<file path="src/rtl/ddr4_phy_tri_dly_pkg.sv">
// Shared types for the tristate ODELAY tap sequencer.
// Holds the request opcodes, sequencer states, tap limits and a sizing helper.
package ddr4_phy_tri_dly_pkg;

   localparam int DLY_TAP_W = 9;
   localparam int TAP_MAX   = (1 << DLY_TAP_W) - 1;

   typedef enum logic [1:0] {
      OP_LOAD = 2'b00,
      OP_INC  = 2'b01,
      OP_DEC  = 2'b10,
      OP_READ = 2'b11
   } dly_op_e;

   typedef enum logic [3:0] {
      S_IDLE,
      S_VTC_OFF,
      S_LOAD,
      S_STEP,
      S_GAP,
      S_SETTLE,
      S_SAMPLE,
      S_VTC_ON,
      S_RESP
   } dly_seq_state_e;

   function automatic int max3(input int a, input int b, input int c);
      int m;
      m = (a > b) ? a : b;
      return (m > c) ? m : c;
   endfunction

endpackage

</file>
<file path="src/rtl/ddr4_phy_tri_dly_wait_timer.sv">
// Loadable down-counter with a done flag, shared by all wait states.
// Ports: clk, rst_n (sync, active low), load/load_val (restart), done (count at zero).
module ddr4_phy_tri_dly_wait_timer #(
   parameter int CW = 5
) (
   input  logic          clk,
   input  logic          rst_n,
   input  logic          load,
   input  logic [CW-1:0] load_val,
   output logic          done
);

   logic [CW-1:0] cnt;

   always_ff @(posedge clk) begin
      if (!rst_n) begin
         cnt <= '0;
      end else if (load) begin
         cnt <= load_val;
      end else if (cnt != '0) begin
         cnt <= cnt - 1'b1;
      end
   end

   assign done = (cnt == '0);

endmodule

</file>
<file path="src/rtl/ddr4_phy_tri_dly_seq.sv">
// Tap-request sequencer for one tristate bitslice ODELAY port.
// Ports: req_* (op in), rsp_* (tap/err out), dly_* (bitslice ODELAY control), busy.
module ddr4_phy_tri_dly_seq
   import ddr4_phy_tri_dly_pkg::*;
#(
   parameter int TAP_W     = DLY_TAP_W,
   parameter int VTC_WAIT  = 10,
   parameter int STEP_GAP  = 4,
   parameter int LD_SETTLE = 2
) (
   input  logic             clk,
   input  logic             rst_n,
   input  logic             req_valid,
   output logic             req_ready,
   input  logic [1:0]       req_op,
   input  logic [TAP_W-1:0] req_val,
   output logic             rsp_valid,
   input  logic             rsp_ready,
   output logic [TAP_W-1:0] rsp_tap,
   output logic             rsp_err,
   output logic             dly_ce,
   output logic             dly_inc,
   output logic             dly_ld,
   output logic [TAP_W-1:0] dly_cntvaluein,
   input  logic [TAP_W-1:0] dly_cntvalueout,
   output logic             dly_en_vtc,
   output logic             busy
);

   localparam int CW = $clog2(max3(VTC_WAIT, STEP_GAP, LD_SETTLE)) + 1;
   localparam logic [TAP_W:0] CNT_MAX = {1'b0, {TAP_W{1'b1}}};

   dly_seq_state_e   state;
   dly_op_e          op;
   logic [TAP_W-1:0] val;
   logic [TAP_W-1:0] steps;
   logic             clamp;
   logic             accept;

   logic [TAP_W:0]   cur_w;
   logic [TAP_W:0]   val_w;
   logic [TAP_W:0]   room;
   logic [TAP_W:0]   n_w;
   logic             n_clamp;

   logic             tmr_load;
   logic [CW-1:0]    tmr_val;
   logic             tmr_done;

   assign accept = req_valid && req_ready;
   assign busy   = (state != S_IDLE);

   // Step count limited against the live tap so a ce never wraps the delay line.
   always_comb begin
      cur_w = {1'b0, dly_cntvalueout};
      val_w = {1'b0, req_val};
      room  = CNT_MAX - cur_w;
      n_w   = val_w;
      unique case (dly_op_e'(req_op))
         OP_INC:  if (val_w > room)  n_w = room;
         OP_DEC:  if (val_w > cur_w) n_w = cur_w;
         default: n_w = val_w;
      endcase
      n_clamp = (n_w != val_w);
   end

   // Timer is reloaded on the edge that enters VTC_OFF, GAP or SETTLE.
   always_comb begin
      tmr_load = 1'b0;
      tmr_val  = '0;
      unique case (state)
         S_IDLE: begin
            if (accept && (dly_op_e'(req_op) != OP_READ)) begin
               tmr_load = 1'b1;
               tmr_val  = CW'(VTC_WAIT - 1);
            end
         end
         S_VTC_OFF: begin
            if (tmr_done && (op != OP_LOAD) && (steps == '0)) begin
               tmr_load = 1'b1;
               tmr_val  = CW'(LD_SETTLE - 1);
            end
         end
         S_LOAD: begin
            tmr_load = 1'b1;
            tmr_val  = CW'(LD_SETTLE - 1);
         end
         S_STEP: begin
            tmr_load = 1'b1;
            if (steps > TAP_W'(1)) tmr_val = CW'(STEP_GAP - 2);
            else                   tmr_val = CW'(LD_SETTLE - 1);
         end
         default: begin
            tmr_load = 1'b0;
            tmr_val  = '0;
         end
      endcase
   end

   ddr4_phy_tri_dly_wait_timer #(
      .CW(CW)
   ) u_timer (
      .clk     (clk),
      .rst_n   (rst_n),
      .load    (tmr_load),
      .load_val(tmr_val),
      .done    (tmr_done)
   );

   always_ff @(posedge clk) begin
      if (!rst_n) begin
         state          <= S_IDLE;
         op             <= OP_READ;
         val            <= '0;
         steps          <= '0;
         clamp          <= 1'b0;
         req_ready      <= 1'b0;
         rsp_valid      <= 1'b0;
         rsp_tap        <= '0;
         rsp_err        <= 1'b0;
         dly_ce         <= 1'b0;
         dly_inc        <= 1'b0;
         dly_ld         <= 1'b0;
         dly_cntvaluein <= '0;
         dly_en_vtc     <= 1'b1;
      end else begin
         dly_ce <= 1'b0;
         dly_ld <= 1'b0;
         unique case (state)
            S_IDLE: begin
               req_ready <= 1'b1;
               if (accept) begin
                  req_ready <= 1'b0;
                  op        <= dly_op_e'(req_op);
                  val       <= req_val;
                  steps     <= n_w[TAP_W-1:0];
                  clamp     <= n_clamp;
                  if (dly_op_e'(req_op) == OP_READ) begin
                     state <= S_SAMPLE;
                  end else begin
                     state      <= S_VTC_OFF;
                     dly_en_vtc <= 1'b0;
                  end
               end
            end
            S_VTC_OFF: begin
               if (tmr_done) begin
                  if (op == OP_LOAD) begin
                     state          <= S_LOAD;
                     dly_ld         <= 1'b1;
                     dly_cntvaluein <= val;
                  end else if (steps == '0) begin
                     state <= S_SETTLE;
                  end else begin
                     state   <= S_STEP;
                     dly_ce  <= 1'b1;
                     dly_inc <= (op == OP_INC);
                  end
               end
            end
            S_LOAD: begin
               state <= S_SETTLE;
            end
            S_STEP: begin
               steps <= steps - 1'b1;
               if (steps > TAP_W'(1)) state <= S_GAP;
               else                   state <= S_SETTLE;
            end
            S_GAP: begin
               if (tmr_done) begin
                  state  <= S_STEP;
                  dly_ce <= 1'b1;
               end
            end
            S_SETTLE: begin
               if (tmr_done) state <= S_SAMPLE;
            end
            S_SAMPLE: begin
               rsp_tap <= dly_cntvalueout;
               rsp_err <= ((op == OP_LOAD) && (dly_cntvalueout != val))
                          | clamp;
               if (op == OP_READ) begin
                  state <= S_RESP;
               end else begin
                  state      <= S_VTC_ON;
                  dly_en_vtc <= 1'b1;
               end
            end
            S_VTC_ON: begin
               state <= S_RESP;
            end
            S_RESP: begin
               rsp_valid <= 1'b1;
               if (rsp_valid && rsp_ready) begin
                  rsp_valid <= 1'b0;
                  req_ready <= 1'b1;
                  state     <= S_IDLE;
               end
            end
            default: begin
               state <= S_IDLE;
            end
         endcase
      end
   end

endmodule

</file>
<file path="config.mk">
export PLATFORM = sky130hd
export DESIGN_NAME = ddr4_phy_tri_dly_seq
export DESIGN_NICKNAME = d
export VERILOG_FILES = /design/src/rtl/ddr4_phy_tri_dly_pkg.sv /design/src/rtl/ddr4_phy_tri_dly_wait_timer.sv /design/src/rtl/ddr4_phy_tri_dly_seq.sv
export SDC_FILE = /design/constraint.sdc
export NUM_CORES = 1
export LEC_CHECK = 0
export CORE_ASPECT_RATIO = 1.2
export CORE_UTILIZATION = 55
export DETAILED_ROUTE_END_ITERATION = 8
export GPL_ROUTABILITY_DRIVEN = 0
export PLACE_DENSITY = 0.92
export SKIP_CTS_REPAIR_TIMING = 1
export SLEW_MARGIN = 20
export SYNTH_ARGS = -nofsm -noshare
export SYNTH_HDL_FRONTEND = slang
export SYNTH_SLANG_ARGS = --single-unit
</file>
<file path="constraint.sdc">
create_clock -name clk -period 4.7 [get_ports clk]
set_clock_uncertainty 0.15 [all_clocks]
set_input_delay 1.41 -clock clk [delete_from_list [all_inputs] [get_ports clk]]
set_output_delay 1.41 -clock clk [all_outputs]
set_load 0.02 [all_outputs]
</file>
Yosys cells after proc, flatten, opt, wreduce, memory -nomap -nowiden

Index checks and enable logic that the tools add are counted.

Reduce and logical (&&, ||, !) cells: 26
Mux-type cells: 39
Bitwise operators: 3
Equality and inequality tests: 23
$add $sub $neg: 3
Magnitude comparators: 3

Operator list:

| kind                                                                             | count |
|---|---|
| 4-bit one-hot mux with 9 select lines                                            | 1 |
| 4-bit 2-to-1 mux                                                                 | 7 |
| 10-bit one-hot mux with 2 select lines                                           | 1 |
| 5-bit one-hot mux with 4 select lines                                            | 1 |
| 9-bit 2-to-1 mux                                                                 | 2 |
| 9-bit one-hot mux with 2 select lines                                            | 1 |
| 4-bit by 3-bit == test with 1-bit output (second input constant)                 | 4 |
| 2-bit inequality test (second input constant)                                    | 8 |
| 1-bit 2-to-1 mux                                                                 | 15 |
| 9-bit by 10-bit greater-than comparator with 1-bit output                        | 1 |
| 10-bit 2-to-1 mux                                                                | 1 |
| 5-bit 2-to-1 mux                                                                 | 2 |
| 10-bit by 9-bit inequality test with 1-bit output                                | 1 |
| 2-bit nonzero test                                                               | 5 |
| 9-bit by 9-bit subtractor with 10-bit output (first input constant)              | 1 |
| 9-bit by 1-bit greater-than comparator with 1-bit output (second input constant) | 1 |
| 9-bit greater-than comparator                                                    | 1 |
| 9-bit zero test                                                                  | 1 |
| 3-bit 2-to-1 mux                                                                 | 3 |
| 9-bit inequality test                                                            | 1 |
| 9-bit by 1-bit subtractor with 9-bit output (second input constant)              | 1 |
| 4-bit by 2-bit == test with 1-bit output (second input constant)                 | 2 |
| 4-bit AND reduction                                                              | 2 |
| 2-bit == test (second input constant)                                            | 3 |
| other kinds (19)                                                                 | 31 |

Word-level logic and storage cells: 112
Flip-flop bits (word level): 55

Depth between registers and ports, before layout

Gate-level depths: netlist (run 1).

Word-level depth: 6
Mapped depth: 12
Gate-level depth less buffers: 10

Modules after synthesis

Synthesis (run 1) repeated with hierarchy kept, for this count alone.

Cell total of the unflattened synthesis: 488
Area total of the unflattened synthesis: 3717.3 um^2

By module, submodules not included:

| module                      | area each (um^2) | instances | sequential area each (um^2) | cells an instance |
|---|---|---|---|---|
| ddr4_phy_tri_dly_seq        | 3417.0           | 1         | 1001.0                      | 454 |
| ddr4_phy_tri_dly_wait_timer | 300.3            | 1         | 100.1                       | 34 |

Worst setup path after synthesis (run 1)

Ideal clock, no wire load.

Path kind: input port to flip-flop
Start: input dly_cntvalueout[2]
End: register clamp
Path slack: 0.711 ns
Required time: 4.424 ns
Data arrival time: 3.712 ns
Stages: 12
Cell sequence: clkbuf_1 inv_1 ha_1 nor4_2 and3b_1 mux2i_2 and2_1 buf_6 and4_4 or4_1 o21ai_1 a31oi_1

Cells in the longest elaborated chain, start to end: 5

Ends and longest elaborated chain:

| what                                                      | RTL line                    | RTL |
|---|---|---|
| start, declared                                           | ddr4_phy_tri_dly_seq.sv:25  | `input logic [TAP_W-1:0] dly_cntvalueout,` |
| 9-bit by 9-bit subtractor with 10-bit output              | ddr4_phy_tri_dly_seq.sv:57  | `room = CNT_MAX - cur_w;` |
| 9-bit by 10-bit greater-than comparator with 1-bit output | ddr4_phy_tri_dly_seq.sv:60  | `OP_INC: if (val_w > room) n_w = room;` |
| 10-bit 2-to-1 mux                                         | ddr4_phy_tri_dly_seq.sv:60  |  |
| 10-bit one-hot mux with 2 select lines (*)                | ddr4_phy_tri_dly_seq.sv:59  | `unique case (dly_op_e'(req_op))` |
| 10-bit by 9-bit inequality test with 1-bit output (*)     | ddr4_phy_tri_dly_seq.sv:64  | `n_clamp = (n_w != val_w);` |
| end signal, assigned                                      | ddr4_phy_tri_dly_seq.sv:137 | `clamp <= n_clamp;` |
| end, declared                                             | ddr4_phy_tri_dly_seq.sv:37  | `logic clamp;` |

Every way passes the cells marked *; elsewhere a longest branch is shown, timed or not.
A chain may end at the register's enable or synchronous reset.

Worst setup path in the final report (run 1)

Start: input req_val[6]
End: register clamp

Cells in the longest elaborated chain, start to end: 4

Ends and longest elaborated chain:

| what                                                                                                       | RTL line                                               | RTL |
|---|---|---|
| start, declared                                                                                            | ddr4_phy_tri_dly_seq.sv:16                             | `input logic [TAP_W-1:0] req_val,` |
| 9-bit by 10-bit greater-than comparator with 1-bit output or 9-bit greater-than comparator (tied branches) | ddr4_phy_tri_dly_seq.sv:60, ddr4_phy_tri_dly_seq.sv:61 |  |
| 10-bit 2-to-1 mux or 9-bit 2-to-1 mux (tied branches)                                                      | ddr4_phy_tri_dly_seq.sv:60, ddr4_phy_tri_dly_seq.sv:61 |  |
| 10-bit one-hot mux with 2 select lines                                                                     | ddr4_phy_tri_dly_seq.sv:59                             |  |
| 10-bit by 9-bit inequality test with 1-bit output (*)                                                      | ddr4_phy_tri_dly_seq.sv:64                             |  |

Marks and branches as above.

==> impl_metrics.json, run 1 <==
{
  "clk_latency_ps": 310,
  "power_frac_clock_pct": 17.1,
  "ff2ff_setup_slack_ps": 2160,
  "initial_core_util_pct": 57.3,
  "hold_class": "reg2reg",
  "crit_end": "clamp$_SDFFE_PN0P_",
  "grt_max_degree": 36,
  "cp.arrival_ps": 4180,
  "p_leak_nw": 1.70,
  "synthFlopType": "dfxtp_1",
  "drv_slew": 0,
  "fillers": 494,
  "drive_gt1_share_pct": 8.38,
  "max_cap_violations": 0,
  "max-clock-path-buffers": 2,
  "slew_headroom_pct": 32.9,
  "htree_levels": 2,
  "p_per_area_mw_per_mm2": 374,
  "grt_pass1_vias": 3391,
  "overflow": 0,
  "synth_fp_nets": 494,
  "syn_area_mm2": 0.00347,
  "power.internal_mw": 0.932,
  "viasPerCell": 6.33,
  "cts.sinks": 55,
  "r2r-end": "state[2]$_SDFFE_PN0P_",
  "pwr-share-comb_pct": 44.0,
  "cts-root-buf": "clkbuf_8",
  "drtIter0Drc": 342,
  "min_from": "u_timer.cnt[4]$_SDFFE_PN0P_",
  "utilization_pct": 69.6,
  "dieArea_mm2": 0.00663,
  "period_minus_slack_ps": 4140,
  "rsz0062_at_grt": "false",
  "fin_crit_sh_pct": 88.2,
  "track_usage_pct": 31.1,
  "p_seq_share_pct": 38.9,
  "io_pins": 50,
  "synth_area_per_cell_um2": 7.78,
  "die_height_um": 89.0,
  "max_freq_mhz": 241,
  "antenna_found_initial": 0,
  "antennaDiodeCount": 0,
  "start_kind": "primary input",
  "status": "finished clean",
  "crit_start": "req_val[6]",
  "wire_per_inst_um": 17.0,
  "p_switching_mw": 0.642,
  "worst_pin_slew_ps": 1000,
  "cp.required_ps": 4740,
  "die_x_um": 74.5,
  "ir_drop_v": 0.000228,
  "fp-row-count": 31,
  "seqCellArea_mm2": 0.00110,
  "drc": 0,
  "port_buffers": 49,
  "ys_seq_area_share_pct": 31.7,
  "synth_edf_count": 0,
  "rr_worst_depth": 7,
  "worstSetupPathType": "in2reg",
  "grt_pass1_wl_um": 15900,
  "synth.distinct_cells": 63,
  "r2r_start": "steps[2]$_SDFFE_PN0P_",
  "numCtsBuffers": 5,
  "switching_share_pct": 40.8,
  "setup_violations": 0,
  "total_power_mw": 1.57,
  "critPathMaxFanout": 9,
  "syn-instance-count": 446,
  "area_growth_pct": 21.5,
  "core-area_mm2": 0.00605,
  "async_flop_share_pct": 0,
  "final_hold_viol_count": 0,
  "synth_warnings": 0,
  "dr.pass1.iters": 5,
  "wirelength_um": 9930,
  "crit_path_end_kind": "flip-flop",
  "vias": 3690,
  "clk_pin_slew_ps": 110,
  "tritoncts": "built",
  "ant_nets": 0,
  "setup-tns-final_ps": 0,
  "multi_input_area_mm2": 0.00219,
  "ys_ff_latch": 55,
  "num-nets-final": 548,
  "hpwl_um": 7190
}
-- critical path, cell delays in order --
cell and delay (ps):
clkdlybuf4s50_1 670, ha_1 320, and4_1 250, a221oi_1 310, o211ai_1 190, nand2_1 240, o32ai_1 140, or4_1 420
o21ai_1 130, a31oi_1 90
-- registers in the layout (all words and copies together) (netlist names) --
register / count
dly_en_vtc: 1
u_timer.cnt: 5
dly_cntvaluein: 9
val: 9
rsp_tap: 9
dly_ce: 1
state: 4
steps: 9
clamp: 1
req_ready: 1
dly_inc: 1
rsp_err: 1
dly_ld: 1
rsp_valid: 1
op: 2
-- cells in the final DEF, fill, tap and decap left out, drive strengths merged, types with 8 or more instances in the layout --
cell type       n
mux2i          12
nand2          65
nor3           14
o21ai          21
a31oi           8
clkdlybuf4s50  49
dfxtp          55
inv            24
nand3          15
ha             24
o211ai          8
xnor2           9
a21oi          35
buf            20
nor2           40
o22ai          11
-- synthesized netlist by cell type, drive strengths merged (2+ instances only) --
| cell type | instances | area, um2 |
|---|---|---|
| a21o | 2 | 15.0 |
| nand2 | 65 | 244 |
| mux2i | 12 | 124 |
| or2 | 5 | 31.3 |
| nor4 | 4 | 31.3 |
| a221oi | 3 | 26.3 |
| o21ai | 21 | 105 |
| a2bb2oi | 6 | 52.6 |
| inv | 24 | 90.1 |
| nor2b | 4 | 25.0 |
| and4 | 2 | 20.0 |
| nand3 | 15 | 75.1 |
| nor2 | 40 | 153 |
| or4 | 2 | 15.0 |
| and3 | 4 | 25.0 |
| xor2 | 3 | 26.3 |
| a31oi | 8 | 50.1 |
| o211ai | 8 | 60.1 |
| o41ai | 3 | 26.3 |
| ha | 24 | 300 |
| a32oi | 2 | 17.5 |
| a21oi | 35 | 175 |
| o32ai | 2 | 17.5 |
| nand4b | 2 | 17.5 |
| o22ai | 11 | 68.8 |
| a222oi | 3 | 30.0 |
| dfxtp | 55 | 1100 |
| nor3 | 14 | 80.1 |
| o31ai | 3 | 22.5 |
| a22oi | 4 | 30.0 |
| o21a | 3 | 22.5 |
| mux2 | 3 | 33.8 |
| or3 | 2 | 12.5 |
| a211oi | 3 | 22.5 |
| clkbuf | 21 | 78.8 |
| xnor2 | 9 | 78.8 |
-- power by group through the flow --
stage | clock network (mW) | registers [mW] | logic (mW)
final | 0.270 | 0.612 | 0.693
after global routing | 0.287 | 0.622 | 0.760
after CTS | 0.270 | 0.609 | 0.679
after detailed placement | 0 | 0.619 | 0.672
after global placement | 0 | 0.614 | 0.639
after floorplan | 0 | 0.598 | 0.491
-- cell families (layout without fill, tap and decap cells) --
family	after synthesis	count (layout)	synth area share (%)
AND/OR/NAND/NOR	165	165	22.4
AO/OA/AOI/OAI	129	129	24.5
flip-flops	55	55	31.7
buffers and inverters	46	101	5.20
adder cells (fa/ha/maj)	24	24	8.66
multiplexers	15	15	4.55
XOR/XNOR	12	12	3.03
-- layer usage --
layer	share of wire, %	global-route usage (%)	vias to the layer above
met2	51	55.0	216
met3	7.2	4.85	56
met1	37	36.0	1699
met5	0	0	-
li1	-	-	1719
met4	4.9	15.8	0
-- per-stage QoR --
stage	hold slack [ps]	cells	area, um2	worst slack, ps
2_1_floorplan	268	446	3470	711
3_3_place_gp	281	575	4120	346
3_5_place_dp	295	575	4120	280
4_1_cts	311	583	4210	596
5_1_grt	330	583	4210	322
6_report	311	583	4210	557
-- cell type report --
| cell class | instances | area share (%) |
|---|---|---|
| inverters | 24 | 2.14 |
| repair buffers | 69 | 15.2 |
| clock buffers | 5 | 1.63 |
| well taps | 82 | 2.43 |
| clock inverters | 3 | 0.564 |
| multi-input cells | 345 | 51.9 |
| flip-flops and latches | 55 | 26.1 |
-- how the worst min path moves through the flow --
stage,to,cells after the start
final,u_timer.cnt[4]$_SDFFE_PN0P_,2
after global routing,rsp_tap[7]$_SDFFE_PN0P_,2
after CTS,u_timer.cnt[4]$_SDFFE_PN0P_,2
after detailed placement,u_timer.cnt[4]$_SDFFE_PN0P_,2
after global placement,u_timer.cnt[4]$_SDFFE_PN0P_,2
after floorplan,u_timer.cnt[4]$_SDFFE_PN0P_,2
Power figures use the tool's default switching activity.
==> inputs of run 2 (changes only) <==
==> constraint.sdc (replaced) <==
create_clock -name clk -period 4.7 [get_ports clk]
set_clock_uncertainty 0.15 [all_clocks]
set_input_delay 1.41 -clock clk [delete_from_list [all_inputs] [get_ports clk]]
set_output_delay 1.41 -clock clk [all_outputs]
set_load 0.1 [all_outputs]
==> results of run 2 <==
Same layout as run 1 (identical final DEF). Status: finished clean.
Main changes from that run: total power 1.57 mW -> 1.68 mW; worst IR drop on VDD 0.000228 V -> 0.000353 V
